==> src/rtl/match_frame_sequencer.sv <==
// match_frame_sequencer
// Frame-level controller: for each set it runs the template handler, then the
// window handler, collects the NCC result and writes it back as RESULT_WORDS
// words through a req/gnt memory port. Optionally skips low-score sets.
//
// state    | meaning
// ---------+-----------------------------------------------------------
// IDLE     | waiting for start; cfg latched when start is accepted
// TEMP     | template handler enabled, template reads in flight
// WIND     | window handler enabled, window reads in flight
// WAIT_RES | window done, waiting for the NCC result
// WRITE    | writing packed result word k, held while mem_gnt is low
// NEXT     | advance set index, decide next set or end of frame
// DONE     | one-cycle frame_done pulse
module match_frame_sequencer #(
  parameter int DATA_W       = 32,
  parameter int COORD_W      = 7,
  parameter int NCC_W        = 64,
  parameter int IDX_W        = 13,
  parameter int RESULT_WORDS = 3,
  parameter int SET_W        = 8,
  localparam int WI_W        = (RESULT_WORDS > 1) ? $clog2(RESULT_WORDS) : 1
) (
  input  logic               clk,
  input  logic               rst_n,
  input  logic               i_start,
  input  logic               i_abort,
  input  logic [SET_W-1:0]   i_cfg_num_sets,
  input  logic               i_cfg_skip_low,
  input  logic [NCC_W-1:0]   i_cfg_thresh,
  output logic               o_tmpl_en,
  input  logic               i_tmpl_done,
  input  logic [COORD_W-1:0] i_tmpl_row,
  input  logic [COORD_W-1:0] i_tmpl_col,
  output logic               o_win_en,
  input  logic               i_win_done,
  input  logic [COORD_W-1:0] i_win_row,
  input  logic [COORD_W-1:0] i_win_col,
  input  logic               i_ncc_valid,
  input  logic [NCC_W-1:0]   i_ncc_score,
  input  logic [IDX_W-1:0]   i_ncc_index,
  output logic               o_mem_req,
  input  logic               i_mem_gnt,
  output logic               o_mem_rd_wr,
  output logic               o_mem_sel,
  output logic [COORD_W-1:0] o_mem_row,
  output logic [COORD_W-1:0] o_mem_col,
  output logic [DATA_W-1:0]  o_mem_wdata,
  output logic [WI_W-1:0]    o_mem_wr_index,
  output logic [SET_W-1:0]   o_set_idx,
  output logic               o_busy,
  output logic               o_frame_done,
  output logic               o_frame_aborted,
  output logic [SET_W-1:0]   o_skip_count
);

  localparam int PACK_W = RESULT_WORDS * DATA_W;
  localparam int PAD_W  = PACK_W - NCC_W - IDX_W;
  localparam logic [WI_W-1:0] K_LAST = WI_W'(RESULT_WORDS - 1);

  localparam logic [2:0] S_IDLE     = 3'd0;
  localparam logic [2:0] S_TEMP     = 3'd1;
  localparam logic [2:0] S_WIND     = 3'd2;
  localparam logic [2:0] S_WAIT_RES = 3'd3;
  localparam logic [2:0] S_WRITE    = 3'd4;
  localparam logic [2:0] S_NEXT     = 3'd5;
  localparam logic [2:0] S_DONE     = 3'd6;

  // The packed result must fit in the write-back words.
  if (NCC_W + IDX_W > PACK_W) begin : g_cfg_check
    $error("match_frame_sequencer: NCC_W+IDX_W exceeds RESULT_WORDS*DATA_W");
  end

  logic [2:0]        r_state;
  logic [2:0]        w_state_nxt;
  logic [WI_W-1:0]   r_k;
  logic [PACK_W-1:0] r_result;
  logic [SET_W-1:0]  r_set_idx;
  logic [SET_W-1:0]  r_skip_count;
  logic [SET_W-1:0]  r_num_sets;
  logic              r_skip_low;
  logic [NCC_W-1:0]  r_thresh;
  logic              r_aborted;
  logic              r_have_res;
  logic              r_res_skip;

  logic [PACK_W-1:0] w_packed;
  logic              w_low;
  logic              w_abort;
  logic              w_decide;
  logic              w_dec_skip;
  logic [SET_W-1:0]  w_set_inc;
  logic [SET_W-1:0]  w_skip_sat;

  // Score, index, then zero pad down to bit 0.
  assign w_packed   = PACK_W'({i_ncc_score, i_ncc_index}) << PAD_W;
  assign w_low      = r_skip_low && ($signed(i_ncc_score) < $signed(r_thresh));
  assign w_abort    = i_abort && (r_state != S_IDLE);
  assign w_set_inc  = r_set_idx + SET_W'(1);
  assign w_skip_sat = (r_skip_count == '1) ? r_skip_count : r_skip_count + SET_W'(1);

  // A result may have arrived earlier in WIND (r_have_res) or arrive with win_done.
  assign w_decide   = ((r_state == S_WIND) && i_win_done && (i_ncc_valid || r_have_res)) ||
                      ((r_state == S_WAIT_RES) && i_ncc_valid);
  assign w_dec_skip = i_ncc_valid ? w_low : r_res_skip;

  // Next-state decode; abort overrides every other transition outside IDLE.
  always_comb begin
    w_state_nxt = r_state;
    case (r_state)
      S_IDLE:     if (i_start) w_state_nxt = (i_cfg_num_sets == '0) ? S_DONE : S_TEMP;
      S_TEMP:     if (i_tmpl_done) w_state_nxt = S_WIND;
      S_WIND: begin
        if (i_win_done) begin
          if (w_decide) w_state_nxt = w_dec_skip ? S_NEXT : S_WRITE;
          else          w_state_nxt = S_WAIT_RES;
        end
      end
      S_WAIT_RES: if (i_ncc_valid) w_state_nxt = w_low ? S_NEXT : S_WRITE;
      S_WRITE:    if (i_mem_gnt && (r_k == K_LAST)) w_state_nxt = S_NEXT;
      S_NEXT:     w_state_nxt = (w_set_inc == r_num_sets) ? S_DONE : S_TEMP;
      S_DONE:     w_state_nxt = S_IDLE;
      default:    w_state_nxt = S_IDLE;
    endcase
    if (w_abort) w_state_nxt = S_IDLE;
  end

  // State register.
  always_ff @(posedge clk or negedge rst_n) begin
    if (!rst_n) r_state <= S_IDLE;
    else        r_state <= w_state_nxt;
  end

  // Config latch, set/skip counters, result capture and write-word counter.
  always_ff @(posedge clk or negedge rst_n) begin
    if (!rst_n) begin
      r_k          <= '0;
      r_result     <= '0;
      r_set_idx    <= '0;
      r_skip_count <= '0;
      r_num_sets   <= '0;
      r_skip_low   <= 1'b0;
      r_thresh     <= '0;
      r_aborted    <= 1'b0;
      r_have_res   <= 1'b0;
      r_res_skip   <= 1'b0;
    end else begin
      r_aborted <= w_abort;
      if (w_abort) begin
        r_k        <= '0;
        r_have_res <= 1'b0;
      end else begin
        case (r_state)
          S_IDLE: begin
            if (i_start) begin
              r_num_sets   <= i_cfg_num_sets;
              r_skip_low   <= i_cfg_skip_low;
              r_thresh     <= i_cfg_thresh;
              r_set_idx    <= '0;
              r_skip_count <= '0;
              r_k          <= '0;
              r_have_res   <= 1'b0;
            end
          end
          S_WIND: begin
            if (i_ncc_valid) begin
              r_result   <= w_packed;
              r_have_res <= 1'b1;
              r_res_skip <= w_low;
            end
            if (w_decide) begin
              r_have_res <= 1'b0;
              if (w_dec_skip) r_skip_count <= w_skip_sat;
            end
          end
          S_WAIT_RES: begin
            if (i_ncc_valid) begin
              r_result <= w_packed;
              if (w_low) r_skip_count <= w_skip_sat;
            end
          end
          S_WRITE: begin
            if (i_mem_gnt) r_k <= (r_k == K_LAST) ? '0 : r_k + WI_W'(1);
          end
          S_NEXT:  r_set_idx <= w_set_inc;
          default: ;
        endcase
      end
    end
  end

  // Moore output decode; addresses are state-selected handler addresses.
  always_comb begin
    o_tmpl_en       = 1'b0;
    o_win_en        = 1'b0;
    o_mem_req       = 1'b0;
    o_mem_rd_wr     = 1'b0;
    o_mem_sel       = 1'b0;
    o_mem_row       = '0;
    o_mem_col       = '0;
    o_mem_wdata     = '0;
    o_mem_wr_index  = '0;
    o_busy          = 1'b0;
    o_frame_done    = 1'b0;
    o_frame_aborted = r_aborted;
    o_set_idx       = r_set_idx;
    o_skip_count    = r_skip_count;
    case (r_state)
      S_TEMP: begin
        o_busy    = 1'b1;
        o_tmpl_en = 1'b1;
        o_mem_req = 1'b1;
        o_mem_row = i_tmpl_row;
        o_mem_col = i_tmpl_col;
      end
      S_WIND: begin
        o_busy    = 1'b1;
        o_win_en  = 1'b1;
        o_mem_req = 1'b1;
        o_mem_sel = 1'b1;
        o_mem_row = i_win_row;
        o_mem_col = i_win_col;
      end
      S_WAIT_RES: o_busy = 1'b1;
      S_WRITE: begin
        o_busy         = 1'b1;
        o_mem_req      = 1'b1;
        o_mem_rd_wr    = 1'b1;
        o_mem_wr_index = r_k;
        o_mem_wdata    = DATA_W'(r_result >> (int'(r_k) * DATA_W));
      end
      S_NEXT:  o_busy = 1'b1;
      S_DONE:  o_frame_done = 1'b1;
      default: ;
    endcase
  end

endmodule

==> config.mk <==
export PLATFORM = sky130hd
export DESIGN_NAME = match_frame_sequencer
export DESIGN_NICKNAME = d
export VERILOG_FILES = /design/src/rtl/match_frame_sequencer.sv
export SDC_FILE = /design/constraint.sdc
export NUM_CORES = 1
export LEC_CHECK = 0
export ABC_AREA = 1
export BUFFER_PORTS_ARGS = -buffer_cell sky130_fd_sc_hd__buf_2
export CAP_MARGIN = 5
export CORE_ASPECT_RATIO = 0.6
export CORE_UTILIZATION = 55
export DETAILED_ROUTE_END_ITERATION = 7
export PLACE_DENSITY = 0.83
export SLEW_MARGIN = 20
export SYNTH_ARGS = -nofsm -noshare
export SYNTH_HDL_FRONTEND = slang
export SYNTH_SLANG_ARGS = --single-unit
==> constraint.sdc <==
create_clock -name clk -period 3.9 [get_ports clk]
set_clock_uncertainty 0.05 [all_clocks]
set_input_delay 0.78 -clock clk [delete_from_list [all_inputs] [get_ports clk]]
set_output_delay 0.78 -clock clk [all_outputs]
set_load 0.01 [all_outputs]
# Yosys cells after proc, flatten, opt, wreduce, memory -nomap -nowiden
# Index checks and enable logic that the tools add are counted.
[op_classes]
n_addsub = 3
n_lt_le_gt_ge = 1
n_eq_ne = 21
shift = 1
muxes = 41
n_bitwise = 1
n_reduce_logical = 26
[op_table]
columns = ["op", "n"]
rows = [
  ["$shr 96x7->32", 1],
  ["$lt 64x64->1", 1],
  ["$mux 8", 6],
  ["$mux 32", 1],
  ["$pmux 7 s2", 2],
  ["$mux 3", 9],
  ["$pmux 8 s3", 1],
  ["$ne 3x3->1 const B", 6],
  ["$pmux 3 s6", 1],
  ["$add 8x1->8 const B", 2],
  ["$pmux 8 s2", 1],
  ["$reduce_and 3->1", 5],
  ["$mux 1", 13],
  ["$reduce_bool 3->1", 4],
  ["$mux 2", 5],
  ["$ne 2x2->1 const B", 5],
  ["$eq 3x3->1 const B", 3],
  ["$eq 8x8->1", 1],
  ["$eq 8x8->1 const B", 1],
  ["$logic_not 8->1", 1],
  ["$reduce_and 7->1", 1],
  ["$eq 3x2->1 const B", 2],
  ["$logic_and 1x1->1", 6],
  ["$reduce_and 5->1", 1],
  ["14 further kinds", 15],
]
[totals]
register_bits = 174
input_bits = 186

# Longest topological paths before layout
# Gate-level depths: netlist of run 1.
[depth]
word_depth = 8
mapped_depth = 21

# Worst setup path before layout of run 1
# OpenSTA, ideal clock, no wires.
[synth_timing]
path_type = "input -> register"
from = "input port i_ncc_score[63]"
to = "register r_skip_count[0] (netlist: o_skip_count[0])"
setup_ps = 117
arrival_time_ps = 2345
path_slack_ps = 1388
cell_stages = 17
n_path_buf = 0
path_cell_list = "ha_1 -> nand2_1 -> nor2_2 -> nand4_1 -> inv_2 -> nand2_2 -> nor2_4 -> nand3_1 -> nand2_1 -> nor2_1 -> nand2_1 -> nand2_1 -> nand4_4 -> nand3_4 -> nand3_4 -> nand2_1 -> nand2_1"
[synth_between]
elab_chain_len = 5
[synth_rtl]
columns = ["element", "line_no", "source"]
rows = [
  ["from (decl)", "40", "input logic [NCC_W-1:0] i_ncc_score,"],
  ["$lt 64x64->1 (*)", "97", "assign w_low = r_skip_low && ($signed(i_ncc_score) < $signed(r_thresh));"],
  ["$logic_and 1x1->1 (*)", "97", ""],
  ["$mux 1", "-", ""],
  ["$ne 2x2->1 (no source line)", "-", ""],
  ["$reduce_and 7->1 (no source line) (*)", "-", ""],
  ["to (signal assigned)", "173", "if (w_dec_skip) r_skip_count <= w_skip_sat;"],
  ["to (signal assigned)", "179", "if (w_low) r_skip_count <= w_skip_sat;"],
  ["to (decl)", "79", "logic [SET_W-1:0] r_skip_count;"],
]
# Mark *: on every way between the ends. The rest lies on a longest branch, timed or not.
# A chain may end at the register's enable or synchronous reset.

# Worst setup path in the final report of run 1
[layout_timing]
from = "register r_state[0]"
to = "output port o_mem_req"
[layout_between]
elab_chain_len = 3
[layout_rtl]
columns = ["element", "line_no", "source"]
rows = [
  ["from (decl)", "74", "logic [2:0] r_state;"],
  ["from (signal assigned)", "131", "else r_state <= w_state_nxt;"],
  ["$eq 3x2->1 (tied with other cells)", "208", "case (r_state)"],
  ["$reduce_or 3->1 (no source line) (*)", "-", ""],
  ["$mux 1 (*)", "208", ""],
  ["to (decl)", "42", "output logic o_mem_req,"],
]
# Marks and branches as above.

==> impl_metrics.tcl, run 1 <==
set metrics [dict create \
    final_common_cell "buf_2" \
    fin_util_pct 69.9 \
    ir_drop_mv 0.333 \
    clockBufferDepth 2 \
    slew_headroom_pct 29.3 \
    syn-num-nets 1243 \
    die-area_um2 17600 \
    r2r_slack_ns 1.01 \
    totalWireLength_um 25400 \
    dp_slack_ns 0.872 \
    nFillCells 1329 \
    outcome "finished, final reports clean" \
    slowest_delay_ns 0.82 \
    hold_class "input port to async pin" \
    crit_chain "nand2_1 -> nor2_1 -> inv_1 -> nand3_1 -> buf_2" \
    port_buffers 257 \
    cp-end-kind "output port" \
    drtPass1Iterations 5 \
    fin_crit_sh_pct 84.3 \
    via_per_inst 5.41 \
    area_delta_synth_final_pct 22.6 \
    cp.required_ns 3.07 \
    gr-usage-all-layers_pct 29.1 \
    coreArea_um2 16500 \
    cap_viol_max_count 0 \
    finalSetupViolations 0 \
    wl_per_cell_um 17.1 \
    antenna_found_initial 1 \
    first_global_vias 7879 \
    place_congestion 0.977 \
    drv_slew 0 \
    worst_pin_slew_ns 1.06 \
    ctsHoldBuffers 0 \
    dieWidth_um 171 \
    syn-cell-area_um2 9400 \
    mostFrequentLayoutCells "256 x buf_2, 174 x dfrtp_1, 147 x nand2_1, 113 x inv_1, 105 x nor2_1" \
    clk_latency_ns 0.43 \
    die_h_um 103 \
    yosysUniqueCellTypes 39 \
    grt_pass1_wl_um 39600 \
    cpMaxStageDelayCell "nor2_1" \
    power_density_nw_per_um2 690 \
    clk_pin_slew_ns 0.07 \
    crit_fanout 16 \
    grt_max_degree 85 \
    finalHoldViolations 0 \
    cts_setup_buffers 0 \
    synth_cells 992 \
    num_rows 36 \
    cp.arrival_ns 2.46 \
    rr_worst_depth 8 \
    rr_endpoint "r_result[68]" \
    vias 8025 \
    io_pins 258 \
    rsz0062_at_grt "false" \
    fmax_ghz 0.304 \
    cts_max_level 4 \
    leakagePower_nw 6.15 \
    cts_resized 0 \
    drive_above_1_share_pct 32.0 \
    numCtsBuffers 17 \
    post-route-min-period_ns 3.29 \
    clkSinkCount 174 \
    final.setup.tns_ns 0 \
    drt_iter0_drc 694 \
    crit_path_start "r_state[0]" \
    syn_avg_cell_area_um2 9.47 \
    clockRootBuffer "clkbuf_16" \
    start_util_pct 57.0 \
    total_power_w 0.00795 \
    ys_ff_latch 174 \
    yosysSeqAreaShare_pct 46.3 \
    cp-start-kind "register" \
    fin_nets 1494 \
    path_class "register to output port" \
    postRouteAntennaNets 0 \
    setup_ws_ns 0.614 \
    critical_path.top_delay_family "simple AND/OR/NAND/NOR gates" \
    grt_overflow_total 0 \
    ys_warn_count 0 \
    path_buf_inv 2 \
    drc_errors 0 \
    r2r_start "r_state[0]" \
    hpwl_um 18800 \
    cts_tree "done" \
]
## power breakdown
part / switching [W] / internal, W / total [W]
clock network: 0.000783 / 0.000923 / 0.00171
registers: 0.000412 / 0.00261 / 0.00303
logic: 0.00186 / 0.00136 / 0.00322
total: 0.00306 / 0.00490 / 0.00795
## layer usage
metal | global-route usage, % | part of all wire [%]
met1 | 42.3 | 48
met4 | 5.61 | 0.89
met2 | 45.4 | 44
met3 | 6.16 | 7.1
met5 | 0 | 0
## worst reg2reg max path, cell delays in order (launching register included)
cell and delay, ns:
dfrtp_1 0.51, nor2_2 0.22, inv_2 0.09, nor2_4 0.17
nor2_2 0.07, inv_2 0.14, nand3_4 0.63, buf_4 0.55
mux2_1 0.37
## how the worst max path moves through the flow
stage,endpoint,slack [ns],depth (start not counted)
after floorplan,o_skip_count[0],1.39,17
after global placement,o_skip_count[0],0.96,17
after detailed placement,o_skip_count[5],0.87,17
after CTS,o_mem_req,0.70,5
after global routing,o_mem_req,0.52,5
final,o_mem_req,0.61,5
## cell families (layout without fill, tap and decap cells)
logic type / count (synthesis) / count (layout) / synth area share [%]
and+or+nand+nor: 320 / 320 / 14.9
AOI/OAI and AO/OA: 175 / 175 / 11.6
DFF: 174 / 174 / 46.3
buffers and inverters: 157 / 420 / 6.75
muxes: 87 / 87 / 10.4
adders and majority gates: 65 / 65 / 8.65
xor gates and xnor gates: 14 / 14 / 1.30
other: 0 / 1 / 0
## cells in the mapped netlist
cell / n / share of area (%)
o21ai_0: 23 / 1.2
nand3_2: 2 / 0.21
a32o_1: 19 / 2.0
buf_6: 3 / 0.36
buf_1: 9 / 0.36
nand2_1: 148 / 5.9
nor2_1: 107 / 4.3
nand4_1: 11 / 0.73
a21oi_4: 1 / 0.17
nand2_2: 3 / 0.20
nor4_1: 2 / 0.13
inv_1: 113 / 4.5
o211ai_1: 3 / 0.24
o22ai_1: 5 / 0.33
mux2_2: 73 / 8.7
ha_1: 65 / 8.7
buf_4: 1 / 0.080
nand2b_1: 1 / 0.067
nor2_2: 4 / 0.27
nand3_1: 25 / 1.3
mux2_1: 14 / 1.7
or2_2: 1 / 0.067
nand3_4: 2 / 0.37
clkbuf_1: 9 / 0.36
nor3b_1: 2 / 0.16
a22oi_1: 10 / 0.80
nor3_1: 7 / 0.37
buf_2: 15 / 0.80
nor2_4: 3 / 0.36
nor2_8: 1 / 0.21
xor2_1: 7 / 0.65
a21oi_1: 93 / 5.0
dfrtp_1: 174 / 46
nand4_4: 1 / 0.23
a31oi_1: 2 / 0.13
inv_2: 7 / 0.28
o221ai_1: 1 / 0.093
a22o_1: 18 / 1.7
xnor2_1: 7 / 0.65
## through the flow
stage	hold WS (ns)	instance area, um2	instances
after CTS	0.374	11500	1483
after global routing	0.390	11500	1483
after floorplan	0.403	9400	992
after global placement	0.424	10900	1452
final	0.326	11500	1484
after detailed placement	0.432	10900	1452
## layout make-up
class	instances	area (um2)	area share [%]
diodes	1	2.50	0.0217
clock buffers	18	439	3.81
clock inverters	13	146	1.27
inverters	120	450	3.91
multi-input cells	661	4440	38.5
flip-flops and latches	174	4350	37.8
well taps	228	285	2.48
repair buffers	269	1410	12.2
## state kept, by name, indices dropped and copies added (netlist names)
register and cells:
r_num_sets 8, r_result 77, r_skip_low 1, o_frame_aborted 1
r_k 2, r_thresh 64, r_res_skip 1, o_set_idx 8
o_skip_count 8, r_state 3, r_have_res 1
Note: power is estimated with default switching activity, not from simulation.
==> inputs of run 2 (changes only) <==
- ABC_AREA: 1 -> 0
- CORE_UTILIZATION: 55 -> 48
- PLACE_DENSITY: 0.83 -> 0.77
- clock period: 3.9 -> 3 ns (I/O delays scaled with it)
==> impl_metrics.tcl, run 2 <==
set metrics [dict create \
    outcome "finished with violations" \
    violations "setup timing" \
    vias 8004 \
    ctsHoldBuffers 0 \
    clockBufferDepth 2 \
    mostFrequentLayoutCells "256 x buf_2, 173 x dfrtp_1, 140 x nand2_1, 95 x o21ai_0, 78 x mux2_2" \
    syn-num-nets 1180 \
    cp.arrival_ns 3.38 \
    regMostFlops "r_result" \
    antenna_found_initial 3 \
    die_h_um 109 \
    syn-cell-area_um2 9180 \
    drt_iter0_drc 516 \
    clk_latency_ns 0.42 \
    dp.cells 1445 \
    power_density_nw_per_um2 855 \
    setup_ws_ns -0.0784 \
    via_per_inst 5.41 \
    die-area_um2 19700 \
    crit_fanout 8 \
    cap_viol_max_count 0 \
    io_pins 258 \
    largest_reg_flops 77 \
    crit_chain "inv_2 -> ha_4 -> a2111oi_4 -> o41ai_2 -> a211o_1 -> a211oi_2 -> o211ai_1 -> o31a_1 -> buf_6 -> or3_4 -> a21oi_2" \
    ys_ff_latch 174 \
    wl_per_cell_um 17.6 \
    hold_class "input port to async pin" \
    place_congestion 0.915 \
    numCtsBuffers 17 \
    synth_cells 929 \
    grt_pass1_wl_um 41000 \
    port_buffers 257 \
    coreArea_um2 18400 \
    start_util_pct 49.9 \
    num_rows 38 \
    postRouteAntennaNets 0 \
    finalSetupViolations 5 \
    post-route-min-period_ns 3.08 \
    layout.cells.non_filler 1480 \
    ir_drop_mv 0.419 \
    cpMaxStageDelayCell "a2111oi_4" \
    clockRootBuffer "clkbuf_16" \
    slowest_delay_ns 0.46 \
    grt_max_degree 78 \
    fin_crit_sh_pct 103 \
    synthTopCellsByArea "dfrtp_1 47%, mux2_2 9.6%, ha_1 8.9%" \
    grt_overflow_total 0 \
    yosysSeqAreaShare_pct 47.4 \
    path_class "register to register" \
    clk_pin_slew_ns 0.07 \
    cp.required_ns 3.30 \
    fin_nets 1477 \
    drc_errors 0 \
    yosysUniqueCellTypes 47 \
    drtPass1Iterations 5 \
    yosysMostFrequentCell "dfrtp_1" \
    yosysTopAreaCell "dfrtp_1" \
    syn_avg_cell_area_um2 9.88 \
    dieWidth_um 181 \
    top_regs "r_result (77), r_thresh (64)" \
    timing.hold.ws_ns 0.0470 \
    finalHoldViolations 0 \
    totalWireLength_um 26100 \
    drv_slew 0 \
    synth_flop_cell "dfrtp_1" \
    cp-end-kind "register" \
    worst_pin_slew_ns 0.602 \
    drive_above_1_share_pct 36.7 \
    slew_headroom_pct 59.6 \
    fmax_ghz 0.325 \
    synth_top_cells_by_count "174 x dfrtp_1, 140 x nand2_1, 96 x o21ai_0, 78 x mux2_2, 72 x inv_1" \
    leakagePower_nw 5.98 \
    hpwl_um 19600 \
    cp-start-kind "register" \
    final_common_cell "buf_2" \
    cts_tree "done" \
    area_delta_synth_final_pct 28.5 \
    synth-edff-count 0 \
    first_global_vias 7756 \
    ys_warn_count 0 \
    cts_max_level 4 \
    gr-usage-all-layers_pct 27.1 \
    clkSinkCount 174 \
    synth.top_cell.area_share_pct 47.4 \
    ys_async_sr_fraction_pct 100 \
    rsz0062_at_grt "true" \
]
run 2: logic make-up (layout without fill, tap and decap cells):
group	after synthesis	count (layout)	synth area share, %
other	0	1	0
muxes	91	91	11.0
and+or+nand+nor	258	258	12.3
buffers and inverters	115	425	4.74
DFF	174	174	47.4
xor gates and xnor gates	15	15	1.43
AOI/OAI and AO/OA	211	211	14.3
adders and majority gates	65	65	8.86
run 2: path summary, 6_finish.rpt:
kind                            cells past startpoint              end  slack [ns]            start
worst max-delay path                               11  o_skip_count[2]       -0.08      r_thresh[1]
min in group clk                                    3      r_thresh[4]        0.32  i_cfg_thresh[4]
worst min register to register                      2    r_num_sets[1]        0.45    r_num_sets[1]
max in group asynchronous                           2       r_state[2]        2.05            rst_n
worst min-delay path                                1      r_thresh[1]        0.05            rst_n
worst max register to register                     11  o_skip_count[2]       -0.08      r_thresh[1]
run 2: power breakdown:
part	total, W	leakage (nW)	switching (W)	internal (W)
clock network	0.00210	0.264	0.000960	0.00114
registers	0.00384	2.18	0.000488	0.00336
logic	0.00414	3.53	0.00228	0.00186
run 2: per-layer routing:
layer  track usage [%]  vias to the layer above  share of wire, %
met4              6.78                        2              0.98
met2              39.2                      299                43
met1              40.9                     3855                50
li1                  -                     3819                 -
met5                 0                        -             0.042
met3              5.98                       29               6.4
run 2: cell type report:
cell class	instances	area [um2]
Sequential cell	174	4360
Clock inverter	10	80.1
Inverter	72	270
Tap cell	240	300
Multi-Input combinational cell	640	4490
Antenna cell	1	2.50
Clock buffer	22	474
Fill cell	1521	6610
Timing Repair Buffer	321	1820
run 2: critical path: cells and delay by family, from the launching register on:
family | cells | cell delay, ns
adders and majority gates | 1 | 0.20
AOI/OAI and AO/OA | 7 | 1.83
DFF | 1 | 0.38
and+or+nand+nor | 1 | 0.32
buffers and inverters | 2 | 0.23
run 2: what timing repair did:
action,in CTS,in global routing
pin swaps,10,9
gates resized for setup,7,15
buffers inserted,1,1
setup endpoints to repair,6,28
run 2: stage by stage:
stage | setup WS (ns) | power [W] | cell area (um2) | utilization, % | setup TNS (ns)
floorplan | 0.0458 | 0.00633 | 9180 | - | 0
finish | -0.0784 | 0.0101 | 11800 | 64.1 | -0.217
detailed placement | -0.532 | 0.00782 | 11100 | 60.5 | -3.39
global route | -0.240 | 0.0108 | 11800 | 64.1 | -1.32
global placement | -0.482 | 0.00763 | 11100 | 60.5 | -2.99
CTS | -0.0276 | 0.0100 | 11700 | 63.7 | -0.0527
